File: src/rtl/oled_rx_pkg.sv
`default_nettype none
// ============================================================================
// Module   : oled_rx_pkg
// Brief    : Opcode constants, decoder state encoding and reset defaults for
//            the OLED SPI receiver.
// Revision : 1.0
// ============================================================================
package oled_rx_pkg;

   typedef enum logic [0:0] {
      CMD   = 1'b0,
      PARAM = 1'b1
   } state_t;

   localparam logic [7:0] c_op_disp_off   = 8'hAE;
   localparam logic [7:0] c_op_disp_on    = 8'hAF;
   localparam logic [7:0] c_op_normal     = 8'hA6;
   localparam logic [7:0] c_op_invert     = 8'hA7;
   localparam logic [7:0] c_op_contrast   = 8'h81;
   localparam logic [7:0] c_op_chg_pump   = 8'h8D;
   localparam logic [7:0] c_op_mux_ratio  = 8'hA8;
   localparam logic [7:0] c_op_clk_div    = 8'hD5;
   localparam logic [7:0] c_op_precharge  = 8'hD9;
   localparam logic [7:0] c_op_com_pins   = 8'hDA;
   localparam logic [7:0] c_op_vcomh      = 8'hDB;
   localparam logic [7:0] c_op_addr_mode  = 8'h20;

   localparam logic [7:0] c_def_contrast  = 8'h7F;

endpackage
`default_nettype wire

File: src/rtl/spi_byte_rx.sv
`default_nettype none
// ============================================================================
// Module   : spi_byte_rx
// Brief    : Synchronizes the SPI pins into CLK, detects SCLK rising edges and
//            assembles bytes MSB first; flags frames cut short by CS.
// Revision : 1.0
// ============================================================================
module spi_byte_rx #(
   parameter int SYNC_STAGES = 2
) (
   input  logic       CLK,
   input  logic       RST,
   input  logic       CS,
   input  logic       SDIN,
   input  logic       SCLK,
   input  logic       DC,
   output logic [7:0] rx_byte,
   output logic       rx_dc,
   output logic       byte_valid,
   output logic       frame_err
);

   logic [SYNC_STAGES-1:0] r_cs_sync;
   logic [SYNC_STAGES-1:0] r_sclk_sync;
   logic [SYNC_STAGES-1:0] r_sdin_sync;
   logic [SYNC_STAGES-1:0] r_dc_sync;
   logic                   r_sclk_prev;
   logic [7:0]             r_shift;
   logic [2:0]             r_cnt;
   logic                   r_frame_err;

   logic w_cs;
   logic w_sclk;
   logic w_sdin;
   logic w_dc;
   logic w_edge;

   // Idle levels (CS and SCLK high) keep a reset from looking like activity.
   always_ff @(posedge CLK or posedge RST) begin
      if (RST) begin
         r_cs_sync   <= '1;
         r_sclk_sync <= '1;
         r_sdin_sync <= '0;
         r_dc_sync   <= '0;
      end else begin
         r_cs_sync[0]   <= CS;
         r_sclk_sync[0] <= SCLK;
         r_sdin_sync[0] <= SDIN;
         r_dc_sync[0]   <= DC;
         for (int i = 1; i < SYNC_STAGES; i++) begin
            r_cs_sync[i]   <= r_cs_sync[i-1];
            r_sclk_sync[i] <= r_sclk_sync[i-1];
            r_sdin_sync[i] <= r_sdin_sync[i-1];
            r_dc_sync[i]   <= r_dc_sync[i-1];
         end
      end
   end

   assign w_cs   = r_cs_sync[SYNC_STAGES-1];
   assign w_sclk = r_sclk_sync[SYNC_STAGES-1];
   assign w_sdin = r_sdin_sync[SYNC_STAGES-1];
   assign w_dc   = r_dc_sync[SYNC_STAGES-1];

   assign w_edge     = w_sclk && !r_sclk_prev && !w_cs;
   assign rx_byte    = {r_shift[6:0], w_sdin};
   assign rx_dc      = w_dc;
   assign byte_valid = w_edge && (r_cnt == 3'd7);
   assign frame_err  = r_frame_err;

   always_ff @(posedge CLK or posedge RST) begin
      if (RST) begin
         r_sclk_prev <= 1'b1;
         r_shift     <= '0;
         r_cnt       <= '0;
         r_frame_err <= 1'b0;
      end else begin
         r_sclk_prev <= w_sclk;
         r_frame_err <= 1'b0;
         if (w_cs) begin
            r_shift     <= '0;
            r_cnt       <= '0;
            r_frame_err <= (r_cnt != 3'd0);
         end else if (w_edge) begin
            // Counter wraps 7 -> 0 as the completed byte is handed out.
            r_shift <= {r_shift[6:0], w_sdin};
            r_cnt   <= r_cnt + 3'd1;
         end
      end
   end

endmodule
`default_nettype wire

File: src/rtl/oled_spi_rx.sv
`default_nettype none
// ============================================================================
// Module   : oled_spi_rx
// Brief    : OLED display-side SPI model: decodes commands, tracks panel state
//            and writes data bytes to a page-addressed framebuffer.
// Revision : 1.0
// ============================================================================
module oled_spi_rx
   import oled_rx_pkg::*;
#(
   parameter int NUM_PAGES   = 4,
   parameter int NUM_COLS    = 128,
   parameter int SYNC_STAGES = 2,
   localparam int AW = (NUM_PAGES * NUM_COLS > 1) ? $clog2(NUM_PAGES * NUM_COLS) : 1
) (
   input  logic          CLK,
   input  logic          RST,
   input  logic          CS,
   input  logic          SDIN,
   input  logic          SCLK,
   input  logic          DC,
   output logic          fb_we,
   output logic [AW-1:0] fb_addr,
   output logic [7:0]    fb_wdata,
   output logic          disp_on,
   output logic [7:0]    contrast,
   output logic          chg_pump,
   output logic          invert,
   output logic          cmd_valid,
   output logic [7:0]    cmd_byte,
   output logic          frame_err
);

   localparam int         CW         = (NUM_COLS > 1) ? $clog2(NUM_COLS) : 1;
   localparam int         PW         = (NUM_PAGES > 1) ? $clog2(NUM_PAGES) : 1;
   localparam logic [7:0] c_col_mask = 8'((1 << CW) - 1);

   logic [7:0] w_rx_byte;
   logic       w_rx_dc;
   logic       w_byte_valid;

   spi_byte_rx #(
      .SYNC_STAGES (SYNC_STAGES)
   ) u_byte_rx (
      .CLK        (CLK),
      .RST        (RST),
      .CS         (CS),
      .SDIN       (SDIN),
      .SCLK       (SCLK),
      .DC         (DC),
      .rx_byte    (w_rx_byte),
      .rx_dc      (w_rx_dc),
      .byte_valid (w_byte_valid),
      .frame_err  (frame_err)
   );

   state_t        r_state,    w_state;
   logic [7:0]    r_opcode,   w_opcode;
   logic [PW-1:0] r_page,     w_page;
   logic [CW-1:0] r_col,      w_col;
   logic          r_disp_on,  w_disp_on;
   logic          r_invert,   w_invert;
   logic          r_chg_pump, w_chg_pump;
   logic [7:0]    r_contrast, w_contrast;

   logic          r_fb_we;
   logic [AW-1:0] r_fb_addr;
   logic [7:0]    r_fb_wdata;
   logic          r_cmd_valid;
   logic [7:0]    r_cmd_byte;

   logic [7:0]    w_col8;
   logic [7:0]    w_col_lo;
   logic [7:0]    w_col_hi;
   logic [CW-1:0] w_col_inc;
   logic [AW-1:0] w_addr;

   function automatic logic [CW-1:0] col_wrap(input logic [7:0] v);
      return CW'(int'(v) % NUM_COLS);
   endfunction

   assign w_col8    = 8'(r_col);
   assign w_col_lo  = {w_col8[7:4], w_rx_byte[3:0]};
   assign w_col_hi  = {w_rx_byte[3:0], w_col8[3:0]} & c_col_mask;
   assign w_col_inc = (r_col == CW'(NUM_COLS - 1)) ? '0 : r_col + 1'b1;
   assign w_addr    = AW'(int'(r_page) * NUM_COLS + int'(r_col));

   always_comb begin
      w_state    = r_state;
      w_opcode   = r_opcode;
      w_page     = r_page;
      w_col      = r_col;
      w_disp_on  = r_disp_on;
      w_invert   = r_invert;
      w_chg_pump = r_chg_pump;
      w_contrast = r_contrast;
      if (w_byte_valid) begin
         if (w_rx_dc) begin
            // Data never moves the decoder; a pending parameter stays pending.
            w_col = w_col_inc;
         end else begin
            case (r_state)
               CMD: begin
                  if (w_rx_byte[7:4] == 4'h0) begin
                     w_col = col_wrap(w_col_lo);
                  end else if (w_rx_byte[7:4] == 4'h1) begin
                     w_col = col_wrap(w_col_hi);
                  end else if (w_rx_byte[7:3] == 5'b10110) begin
                     w_page = PW'(int'(w_rx_byte[2:0]) % NUM_PAGES);
                  end else begin
                     case (w_rx_byte)
                        c_op_disp_off: w_disp_on = 1'b0;
                        c_op_disp_on:  w_disp_on = 1'b1;
                        c_op_normal:   w_invert  = 1'b0;
                        c_op_invert:   w_invert  = 1'b1;
                        c_op_contrast, c_op_chg_pump, c_op_mux_ratio,
                        c_op_clk_div, c_op_precharge, c_op_com_pins,
                        c_op_vcomh, c_op_addr_mode: begin
                           w_opcode = w_rx_byte;
                           w_state  = PARAM;
                        end
                        default: ;
                     endcase
                  end
               end
               PARAM: begin
                  if (r_opcode == c_op_contrast) begin
                     w_contrast = w_rx_byte;
                  end else if (r_opcode == c_op_chg_pump) begin
                     w_chg_pump = w_rx_byte[2];
                  end
                  w_state = CMD;
               end
               default: w_state = CMD;
            endcase
         end
      end
   end

   always_ff @(posedge CLK or posedge RST) begin
      if (RST) begin
         r_state     <= CMD;
         r_opcode    <= '0;
         r_page      <= '0;
         r_col       <= '0;
         r_disp_on   <= 1'b0;
         r_invert    <= 1'b0;
         r_chg_pump  <= 1'b0;
         r_contrast  <= c_def_contrast;
         r_fb_we     <= 1'b0;
         r_fb_addr   <= '0;
         r_fb_wdata  <= '0;
         r_cmd_valid <= 1'b0;
         r_cmd_byte  <= '0;
      end else begin
         r_state     <= w_state;
         r_opcode    <= w_opcode;
         r_page      <= w_page;
         r_col       <= w_col;
         r_disp_on   <= w_disp_on;
         r_invert    <= w_invert;
         r_chg_pump  <= w_chg_pump;
         r_contrast  <= w_contrast;
         r_fb_we     <= w_byte_valid && w_rx_dc;
         r_cmd_valid <= w_byte_valid && !w_rx_dc;
         if (w_byte_valid && w_rx_dc) begin
            r_fb_addr  <= w_addr;
            r_fb_wdata <= w_rx_byte;
         end
         if (w_byte_valid && !w_rx_dc) begin
            r_cmd_byte <= w_rx_byte;
         end
      end
   end

   assign fb_we     = r_fb_we;
   assign fb_addr   = r_fb_addr;
   assign fb_wdata  = r_fb_wdata;
   assign disp_on   = r_disp_on;
   assign contrast  = r_contrast;
   assign chg_pump  = r_chg_pump;
   assign invert    = r_invert;
   assign cmd_valid = r_cmd_valid;
   assign cmd_byte  = r_cmd_byte;

endmodule
`default_nettype wire

File: config.mk
export PLATFORM = sky130hd
export DESIGN_NAME = oled_spi_rx
export DESIGN_NICKNAME = d
export VERILOG_FILES = /design/src/rtl/oled_rx_pkg.sv /design/src/rtl/spi_byte_rx.sv /design/src/rtl/oled_spi_rx.sv
export SDC_FILE = /design/constraint.sdc
export NUM_CORES = 1
export LEC_CHECK = 0
export ABC_AREA = 1
export CORE_MARGIN = 2
export CORE_UTILIZATION = 39
export CTS_BUF_LIST = sky130_fd_sc_hd__clkbuf_8
export CTS_CLUSTER_DIAMETER = 30
export CTS_CLUSTER_SIZE = 10
export DETAILED_ROUTE_END_ITERATION = 12
export PLACE_DENSITY = 0.63
export SETUP_SLACK_MARGIN = 0.15
export SYNTH_ARGS = -nofsm -noshare
export SYNTH_HDL_FRONTEND = slang
export SYNTH_HIERARCHICAL = 1
export SYNTH_SLANG_ARGS = --single-unit
export TNS_END_PERCENT = 50
File: constraint.sdc
create_clock -name CLK -period 2.9 [get_ports CLK]
set_input_delay 0.58 -clock CLK [delete_from_list [all_inputs] [get_ports CLK]]
set_output_delay 0.58 -clock CLK [all_outputs]
set_load 0.05 [all_outputs]
==> results.yml, run 1 <==
outcome:
  outcome: "finished, final reports clean"
clock_tree:
  cts.sinks: 76
  htreeDepth: 3
  cts_hold_buf: 0
  cts_resized: 0
  insertion_delay_ns: 0.36
  cts_tree: "done"
  clk_pin_slew_worst_paths_ns: 0.08
  numCtsBuffers: 9
  clockBufferDepth: 2
  cts_setup_buffers: 0
  cts-root-buf: "clkbuf_8"
synth:
  syn_area_per_cell_sq_um: 9.38
  yosys_warnings: 6
  yosysUniqueCellTypes: 33
  ys.flop_type: "dfrtp_1"
  synth-edff-count: 0
  yosysTopAreaCellShare: 0.469
  synth_seq_cells: 76
  synthTopCellsByArea: "dfrtp_1 47%, nand2_1 11%, dfstp_2 9.2%"
  ys_seq_area_frac: 0.562
  synthTopCellsByCount: "103 x nand2_1, 64 x dfrtp_1, 31 x o21ai_0"
  synth_area_sq_mm: 0.00341
  synth.most_common_cell: "nand2_1"
  syn_nets: 374
  syn_inst: 364
  synth_top_cell_by_area: "dfrtp_1"
  synth_async_sr_flop_share: 1.00
cells_and_area:
  layout.nets: 419
  insertedDiodeCount: 0
  drive_above_1_share: 0.169
  area_delta_synth_final_pct: 20.6
  fillCellCount: 787
grt:
  gr-usage-all-layers: 0.156
  top_usage_layer: "met2"
  grt_max_degree: 57
  met3_usage: 0.0432
  met2_usage: 0.245
  use_met1: 0.209
  grt-ovfl-total: 0
  grt_antenna_before_repair: 0
  grt_pass1_vias: 2542
  grt_pass1_wl_microns: 12000
placement:
  place_congestion: 0.812
  hpwl_microns: 4670
  port_buffers: 44
sta:
  fin_tns_setup_ns: 0
  setup_viol: 0
  slew-limit-headroom: 0.522
  drv_slew: 0
  fin_crit_ns: 2.28
  max_freq_mhz: 438
  hold_violations: 0
  holdWs_ns: 0.351
  worstMarginPinSlew_ns: 0.717
  skew_ns: 0.0186
  rsz0062_at_grt: "false"
  finalCritPeriodShare: 0.787
worst_setup_path:
  cp-end-kind: "primary output"
  crit_path_top_delay_cell: "clkdlybuf4s50_1"
  crit_arrival_ns: 1.70
  cp_top_family: "buffers and inverters"
  cp_num_buf_inv: 1
  cp.required_ns: 2.32
  critPathKind: "flop to primary output"
  path_max_fanout: 2
  reg2reg_from: "u_byte_rx/r_sclk_sync[1]"
  crit_path_start_kind: "flop"
  crit_path_end: "contrast[1]"
  crit_path_max_incr_delay_ns: 0.80
  reg2reg_slack_ns: 0.81
  path_cells: "clkdlybuf4s50_1"
  r2r-end: "invert"
  cp.depth: 1
  worst-r2r-cell-count: 9
  cp-startpoint: "contrast[1]"
route:
  wl_per_cell_microns: 13.0
  drc_errors: 0
  dr.pass1.iters: 4
  ant_nets: 0
  drt_iter0_markers: 158
  routed_via_density: 4.92
  dr_total_vias: 2570
  wl_microns: 6780
run:
  drv_cap: 0
die:
  initial_core_util: 0.397
  fp.dieW_microns: 97.6
  rows: 34
  io_pins: 45
  die-height_microns: 97.6
  core_area_sq_mm: 0.00859
  die-area_sq_mm: 0.00952
power:
  p_leak_nw: 1.89
  power.density_mw_per_mm2: 469
  peakVddDrop_v: 0.000238
worst_hold_path:
  hold_path_class: "flop to flop"
routing by layer:
metal,vias up,wire length (microns)
met5,-,0
met4,0,95
met3,11,302
met2,66,3090
met1,1225,3290
li1,1268,-
per-stage QoR:
stage | util | worst slack, ns | std cells | power, W | cell area, sq um
4_1_cts | 0.479 | 0.605 | 522 | 0.00195 | 4120
3_5_place_dp | 0.456 | 0.809 | 506 | 0.00117 | 3920
6_report | 0.479 | 0.616 | 522 | 0.00193 | 4120
3_3_place_gp | 0.456 | 0.880 | 506 | 0.00117 | 3920
5_1_grt | 0.479 | 0.552 | 522 | 0.00202 | 4120
2_1_floorplan | - | 0.960 | 364 | 0.00115 | 3410
sequential cells by signal, indices dropped and copies added, names as in the netlist:
signal / count
fb_addr: 9
cmd_byte: 8
contrast: 8
fb_wdata: 8
r_opcode: 8
r_col: 7
u_byte_rx/r_shift: 7
u_byte_rx/r_cnt: 3
r_page: 2
u_byte_rx/r_cs_sync: 2
u_byte_rx/r_dc_sync: 2
u_byte_rx/r_sclk_sync: 2
u_byte_rx/r_sdin_sync: 2
chg_pump: 1
cmd_valid: 1
disp_on: 1
fb_we: 1
invert: 1
r_state: 1
u_byte_rx/frame_err: 1
u_byte_rx/r_sclk_prev: 1
placed cells by master, fill, tap and decap left out, drive strengths merged:
cell / count
nor2: 26
nor3: 6
nand3: 39
a22oi: 4
clkdlybuf4s50: 44
inv: 33
ha: 4
a21oi: 7
xnor2: 1
bufinv: 1
clkinv: 2
dfstp: 12
dfrtp: 64
o21ai: 42
buf: 2
nand2: 109
nand3b: 1
clkinvlp: 3
clkbuf: 9
o211ai: 2
nand4: 3
power by group:
group          internal [W]  switching, W   total, W
sequential          0.00107     0.0000109    0.00108
clock              0.000394      0.000388   0.000782
combinational     0.0000176     0.0000482  0.0000657
total               0.00148      0.000447    0.00193
how the worst min path moves through the flow:
stage	from	endpoint	slack, ns	cells after the start
2_1_floorplan	u_byte_rx/r_dc_sync[0]	u_byte_rx/r_dc_sync[1]	0.33	0
3_3_place_gp	u_byte_rx/r_sdin_sync[0]	u_byte_rx/r_sdin_sync[1]	0.34	0
3_5_place_dp	u_byte_rx/r_dc_sync[0]	u_byte_rx/r_dc_sync[1]	0.34	0
4_1_cts	u_byte_rx/r_dc_sync[0]	u_byte_rx/r_dc_sync[1]	0.35	0
5_1_grt	u_byte_rx/r_dc_sync[0]	u_byte_rx/r_dc_sync[1]	0.36	0
6_report	u_byte_rx/r_sdin_sync[0]	u_byte_rx/r_sdin_sync[1]	0.35	0
area by class of cell:
class / instances / area (sq um) / share of cell area
clock inverters: 7 / 70.1 / 0.0170
repair buffers: 46 / 468 / 0.114
clock buffers: 9 / 124 / 0.0301
multi-input cells: 244 / 1280 / 0.311
well taps: 108 / 135 / 0.0328
inverters: 32 / 120 / 0.0292
flip-flops and latches: 76 / 1920 / 0.466
logic make-up after synthesis:
family                     synth area share
buffers and inverters                0.0631
xor gates and xnor gates            0.00257
adders and majority gates            0.0147
DFF                                   0.562
AOI/OAI and AO/OA                    0.0971
and+or+nand+nor                       0.261
Note: power is estimated with default switching activity, not from simulation.
==> run 2, diff against run 1 <==
--- a/config.mk
+++ b/config.mk
@@ -12,7 +12,7 @@
 export CTS_CLUSTER_DIAMETER = 30
 export CTS_CLUSTER_SIZE = 10
 export DETAILED_ROUTE_END_ITERATION = 12
-export PLACE_DENSITY = 0.63
+export PLACE_DENSITY = 0.65
 export SETUP_SLACK_MARGIN = 0.15
 export SYNTH_ARGS = -nofsm -noshare
 export SYNTH_HDL_FRONTEND = slang
==> constraint.sdc (replaced) <==
create_clock -name CLK -period 2 [get_ports CLK]
set_input_delay 0.4 -clock CLK [delete_from_list [all_inputs] [get_ports CLK]]
set_output_delay 0.4 -clock CLK [all_outputs]
set_load 0.05 [all_outputs]
==> run 2 against run 1 <==
Global-route usage shrank 0.24 points. Count of clock-buffer cells in the layout grew 1. Via count grew 0.97%. Sequential power grew 45%. Sequential share of layout area shrank 1.4 points. Flip-flop and latch count is the same. Clock power grew 80%. Die area is the same. Non-clock buffer count grew 6. Cell count grew 1.5%. Clock skew shrank 0.0076 ns.
==> results.yml, run 2 (synthesized netlist as in run 1, its figures left out) <==
outcome:
  outcome: "finished, final reports clean"
worst_hold_path:
  min_path_cells: 0
  holdPathEnd: "u_byte_rx/r_sdin_sync[1]"
  hold_path_class: "flop to flop"
  hp-start: "u_byte_rx/r_sdin_sync[0]"
power:
  peakVddDrop_v: 0.000282
  p_leak_nw: 2.24
  finalPower_w: 0.00309
  power.density_mw_per_mm2: 727
clock_tree:
  cts_setup_buffers: 0
  insertion_delay_ns: 0.35
  clockBufferDepth: 2
  cts.sinks: 76
  cts_hold_buf: 0
  numCtsBuffers: 9
  cts-root-buf: "clkbuf_8"
  cts_tree: "done"
  htreeDepth: 3
  clk_pin_slew_worst_paths_ns: 0.07
sta:
  finalCritPeriodShare: 0.945
  max_freq_mhz: 529
  skew_ns: 0.0110
  fin_tns_setup_ns: 0
  hold_violations: 0
  drv_slew: 0
  rsz0062_at_grt: "true"
  fin_crit_ns: 1.89
  setup_ws_ns: 0.109
  slew-limit-headroom: 0.559
  worstMarginPinSlew_ns: 0.657
  setup_viol: 0
grt:
  grt_max_degree: 57
  grt_pass1_vias: 2451
  gr-usage-all-layers: 0.154
  grt_antenna_before_repair: 0
  grt-ovfl-total: 0
  grt_pass1_wl_microns: 11900
placement:
  dp_slack_ns: 0.0716
  place_congestion: 0.795
  port_buffers: 44
  dp_cells: 512
  hpwl_microns: 4860
worst_setup_path:
  cp.required_ns: 1.60
  crit_path_max_incr_delay_ns: 0.80
  crit_path_start_kind: "flop"
  crit_path_top_delay_cell: "clkdlybuf4s50_1"
  reg2reg_slack_ns: 0.23
  r2r-end: "r_page[0]"
  critPathKind: "flop to primary output"
  path_max_fanout: 2
  path_cells: "clkdlybuf4s50_1"
  cp-end-kind: "primary output"
  reg2reg_from: "u_byte_rx/r_cnt[1]"
  cp_top_family: "buffers and inverters"
  cp_num_buf_inv: 1
  crit_arrival_ns: 1.49
  worst-r2r-cell-count: 10
  cp-startpoint: "fb_wdata[3]"
die:
  rows: 34
  die-area_sq_mm: 0.00952
  core_area_sq_mm: 0.00859
  io_pins: 45
  die-height_microns: 97.6
  fp.dieW_microns: 97.6
  initial_core_util: 0.397
route:
  routed_via_density: 4.90
  dr_total_vias: 2595
  wl_per_cell_microns: 13.2
  ant_nets: 0
  wl_microns: 7000
  drt_iter0_markers: 106
  dr.pass1.iters: 4
  drc_errors: 0
cells_and_area:
  area_delta_synth_final_pct: 24.3
  fin_cells: 530
  layout_common_cells: "102 x nand2_1, 64 x dfrtp_1, 31 x o21ai_0, 30 x nand3_1, 24 x inv_1"
  drive_above_1_share: 0.209
  largest_reg_flops: 9
  final_common_cell: "nand2_1"
  layout.nets: 427
  insertedDiodeCount: 0
run:
  drv_cap: 0
==> run 2: changes by cell type in the layout (fill, tap and decap cells not counted), moves of 2 or more <==
| cell | before | now |
|---|---|---|
| dlymetal6s2s_1 | 0 | 8 |
| clkdlybuf4s50_1 | 44 | 11 |
| clkinvlp_4 | 3 | 1 |
| nand2_4 | 3 | 5 |
| buf_4 | 1 | 15 |
| bufinv_16 | 1 | 3 |
| nor2_4 | 3 | 5 |
| dlygate4sd2_1 | 0 | 17 |
==> run 2: worst max path at each step <==
stage	slack, ns	cells after the start	to
after floorplan	0.17	10	invert
after global placement	0.14	11	invert
after detailed placement	0.07	11	invert
after CTS	0.09	1	fb_addr[6]
after global routing	0.05	9	chg_pump
final	0.11	1	fb_wdata[3]
==> run 2: routing by layer <==
metal / part of all wire / wire length, microns / vias to the layer above / track usage
met1: 0.46 / 3190 / 1227 / 0.214
li1: - / - / 1293 / -
met3: 0.055 / 387 / 11 / 0.0302
met4: 0.017 / 118 / 0 / 0.0748
met2: 0.47 / 3300 / 64 / 0.231
met5: 0 / 0 / - / 0
==> run 2: final cells by class <==
cell class                 count  area (sq um)
sequential                    76          1920
fill                         800          4350
timing repair buffer          52           492
clock buffer                  10           138
tap                          108           135
clock inverter                 6           111
inverter                      32           120
multi-input combinational    246          1330
==> run 2: power by group <==
part           switching (W)  total (W)  leakage [nW]  internal, W
sequential         0.0000151    0.00157          1.01      0.00155
clock               0.000549    0.00141         0.122     0.000862
combinational      0.0000739   0.000104          1.11    0.0000296
total               0.000639    0.00309          2.24      0.00245
==> run 2: through the flow <==
stage | hold WS [ns] | instance area [sq um] | utilization
floorplan | 0.331 | 3410 | -
global placement | 0.336 | 3950 | 0.459
detailed placement | 0.336 | 3950 | 0.459
CTS | 0.353 | 4180 | 0.486
global route | 0.360 | 4240 | 0.494
finish | 0.352 | 4240 | 0.494
==> run 2: timing repair <==
action | CTS | global route
gates resized for setup | 18 | 13
setup endpoints to repair | 51 | 34
hold endpoints to repair | 0 | 0
gates cloned | 0 | 2
pin swaps | 1 | 1
==> run 3, diff against run 2 <==
--- a/config.mk
+++ b/config.mk
@@ -14,6 +14,7 @@
 export DETAILED_ROUTE_END_ITERATION = 12
 export PLACE_DENSITY = 0.65
 export SETUP_SLACK_MARGIN = 0.15
+export SKIP_CTS_REPAIR_TIMING = 1
 export SYNTH_ARGS = -nofsm -noshare
 export SYNTH_HDL_FRONTEND = slang
 export SYNTH_HIERARCHICAL = 1
==> run 3 against run 2 <==
Routed wire length up 1.3%. Clock skew down 0.00092 ns. Sequential power about the same. Highest routed layer unchanged. Flip-flop and latch count unchanged. Count of clock-buffer cells in the layout unchanged.
==> results.yml, run 3 (synthesized netlist as in run 1, its figures left out) <==
outcome:
  outcome: "finished, final reports clean"
worst_setup_path:
  crit_path_start_kind: "flop"
  crit_path_end: "cmd_byte[0]"
  path_max_fanout: 2
  cp-startpoint: "cmd_byte[0]"
  path_cells: "clkdlybuf4s50_1"
  cp_top_family: "buffers and inverters"
  critPathKind: "flop to primary output"
  worst-r2r-cell-count: 11
  cp_num_buf_inv: 1
  crit_arrival_ns: 1.52
  cp.required_ns: 1.60
  crit_path_top_delay_cell: "clkdlybuf4s50_1"
  r2r-end: "invert"
  reg2reg_from: "u_byte_rx/r_cnt[1]"
  reg2reg_slack_ns: 0.15
  cp-end-kind: "primary output"
  crit_path_max_incr_delay_ns: 0.81
  cp.depth: 1
sta:
  setup_viol: 0
  max_freq_mhz: 520
  fin_crit_ns: 1.92
  rsz0062_at_grt: "true"
  drv_slew: 0
  hold_violations: 0
  skew_ns: 0.0100
  worstMarginPinSlew_ns: 0.656
  finalCritPeriodShare: 0.961
  holdWs_ns: 0.352
  slew-limit-headroom: 0.559
  fin_tns_setup_ns: 0
clock_tree:
  clk_pin_slew_worst_paths_ns: 0.08
  cts.sinks: 76
  numCtsBuffers: 9
  clockBufferDepth: 2
  insertion_delay_ns: 0.35
  cts_tree: "done"
  htreeDepth: 3
  cts-root-buf: "clkbuf_8"
power:
  netSwitchingFraction: 0.207
  pwr-share-comb: 0.034
  p_leak_nw: 2.22
  peakVddDrop_v: 0.000282
  p_sw_w: 0.000640
  p_int_w: 0.00245
  power.density_mw_per_mm2: 718
  seqPwrFrac: 0.509
  pwr-share-clk: 0.458
cells_and_area:
  regArea_sq_mm: 0.00192
  fillCellCount: 789
  layout.nets: 429
  layout_common_cells: "102 x nand2_1, 64 x dfrtp_1, 30 x o21ai_0, 29 x nand3_1, 26 x clkdlybuf4s50_1"
  area_delta_synth_final_pct: 26.0
  insertedDiodeCount: 0
  drive_above_1_share: 0.219
  final_cell_area_sq_mm: 0.00430
  multi_input_area_sq_mm: 0.00135
  final_common_cell: "nand2_1"
  fin_cells: 532
  largest_reg_flops: 9
grt:
  grt-ovfl-total: 0
  grt_antenna_before_repair: 0
  grt_pass1_wl_microns: 11800
  grt_pass1_vias: 2431
  grt_max_degree: 57
  gr-usage-all-layers: 0.153
worst_hold_path:
  hold_path_class: "flop to flop"
route:
  dr.pass1.iters: 4
  drc_errors: 0
  wl_microns: 7090
  ant_nets: 0
  wl_per_cell_microns: 13.3
  drt_iter0_markers: 110
  routed_via_density: 4.91
  dr_total_vias: 2612
run:
  drv_cap: 0
die:
  die-area_sq_mm: 0.00952
  fp.dieW_microns: 97.6
  core_area_sq_mm: 0.00859
  io_pins: 45
  rows: 34
  die-height_microns: 97.6
  initial_core_util: 0.397
placement:
  port_buffers: 44
  place_congestion: 0.795
  place_area_sq_mm: 0.00395
  dp_cells: 512
  hpwl_microns: 4860
## run 3: layout make-up
class	instances	area share
Tap cell	108	0.0314
Multi-Input combinational cell	247	0.314
Timing Repair Buffer	53	0.123
Clock inverter	6	0.0259
Clock buffer	10	0.0320
Sequential cell	76	0.446
Inverter	32	0.0279
## run 3: worst reg2reg max path, cell delays in order, from the launching register on
cell	delay [ns]
dfrtp_1	0.39
ha_2	0.18
ha_1	0.15
inv_2	0.04
nor3_4	0.21
nand2_2	0.12
nor2_4	0.13
o21ai_4	0.11
nor2_8	0.20
nand3_2	0.09
nand2_1	0.06
o21ai_1	0.05
## run 3: metal layers
metal | up-vias | track usage | share of wire
li1 | 1300 | - | -
met1 | 1236 | 0.214 | 0.46
met2 | 65 | 0.228 | 0.47
met3 | 11 | 0.0295 | 0.047
met4 | 0 | 0.0748 | 0.018
met5 | - | 0 | 0
## run 3: through the flow
step | setup WS (ns) | util | total power (W)
finish | 0.0773 | 0.500 | 0.00309
global route | 0.0330 | 0.500 | 0.00322
CTS | 0.0363 | 0.488 | 0.00313
detailed placement | 0.0716 | 0.459 | 0.00171
global placement | 0.143 | 0.459 | 0.00170
floorplan | 0.170 | - | 0.00167
## run 3: worst min-delay path by stage
stage	startpoint	endpoint	slack, ns	cells past startpoint
after floorplan	u_byte_rx/r_dc_sync[0]	u_byte_rx/r_dc_sync[1]	0.33	0
after global placement	u_byte_rx/r_sdin_sync[0]	u_byte_rx/r_sdin_sync[1]	0.34	0
after detailed placement	u_byte_rx/r_sdin_sync[0]	u_byte_rx/r_sdin_sync[1]	0.34	0
after CTS	u_byte_rx/r_sdin_sync[0]	u_byte_rx/r_sdin_sync[1]	0.35	0
after global routing	u_byte_rx/r_cs_sync[0]	u_byte_rx/r_cs_sync[1]	0.36	0
final	u_byte_rx/r_sdin_sync[0]	u_byte_rx/r_sdin_sync[1]	0.35	0
## run 3: power by group through the flow
stage               combinational (W)  clock, W  sequential (W)
floorplan                   0.0000694         0         0.00160
global placement             0.000105         0         0.00160
detailed placement           0.000107         0         0.00160
CTS                          0.000107   0.00145         0.00157
global route                 0.000118   0.00153         0.00157
finish                       0.000104   0.00141         0.00157
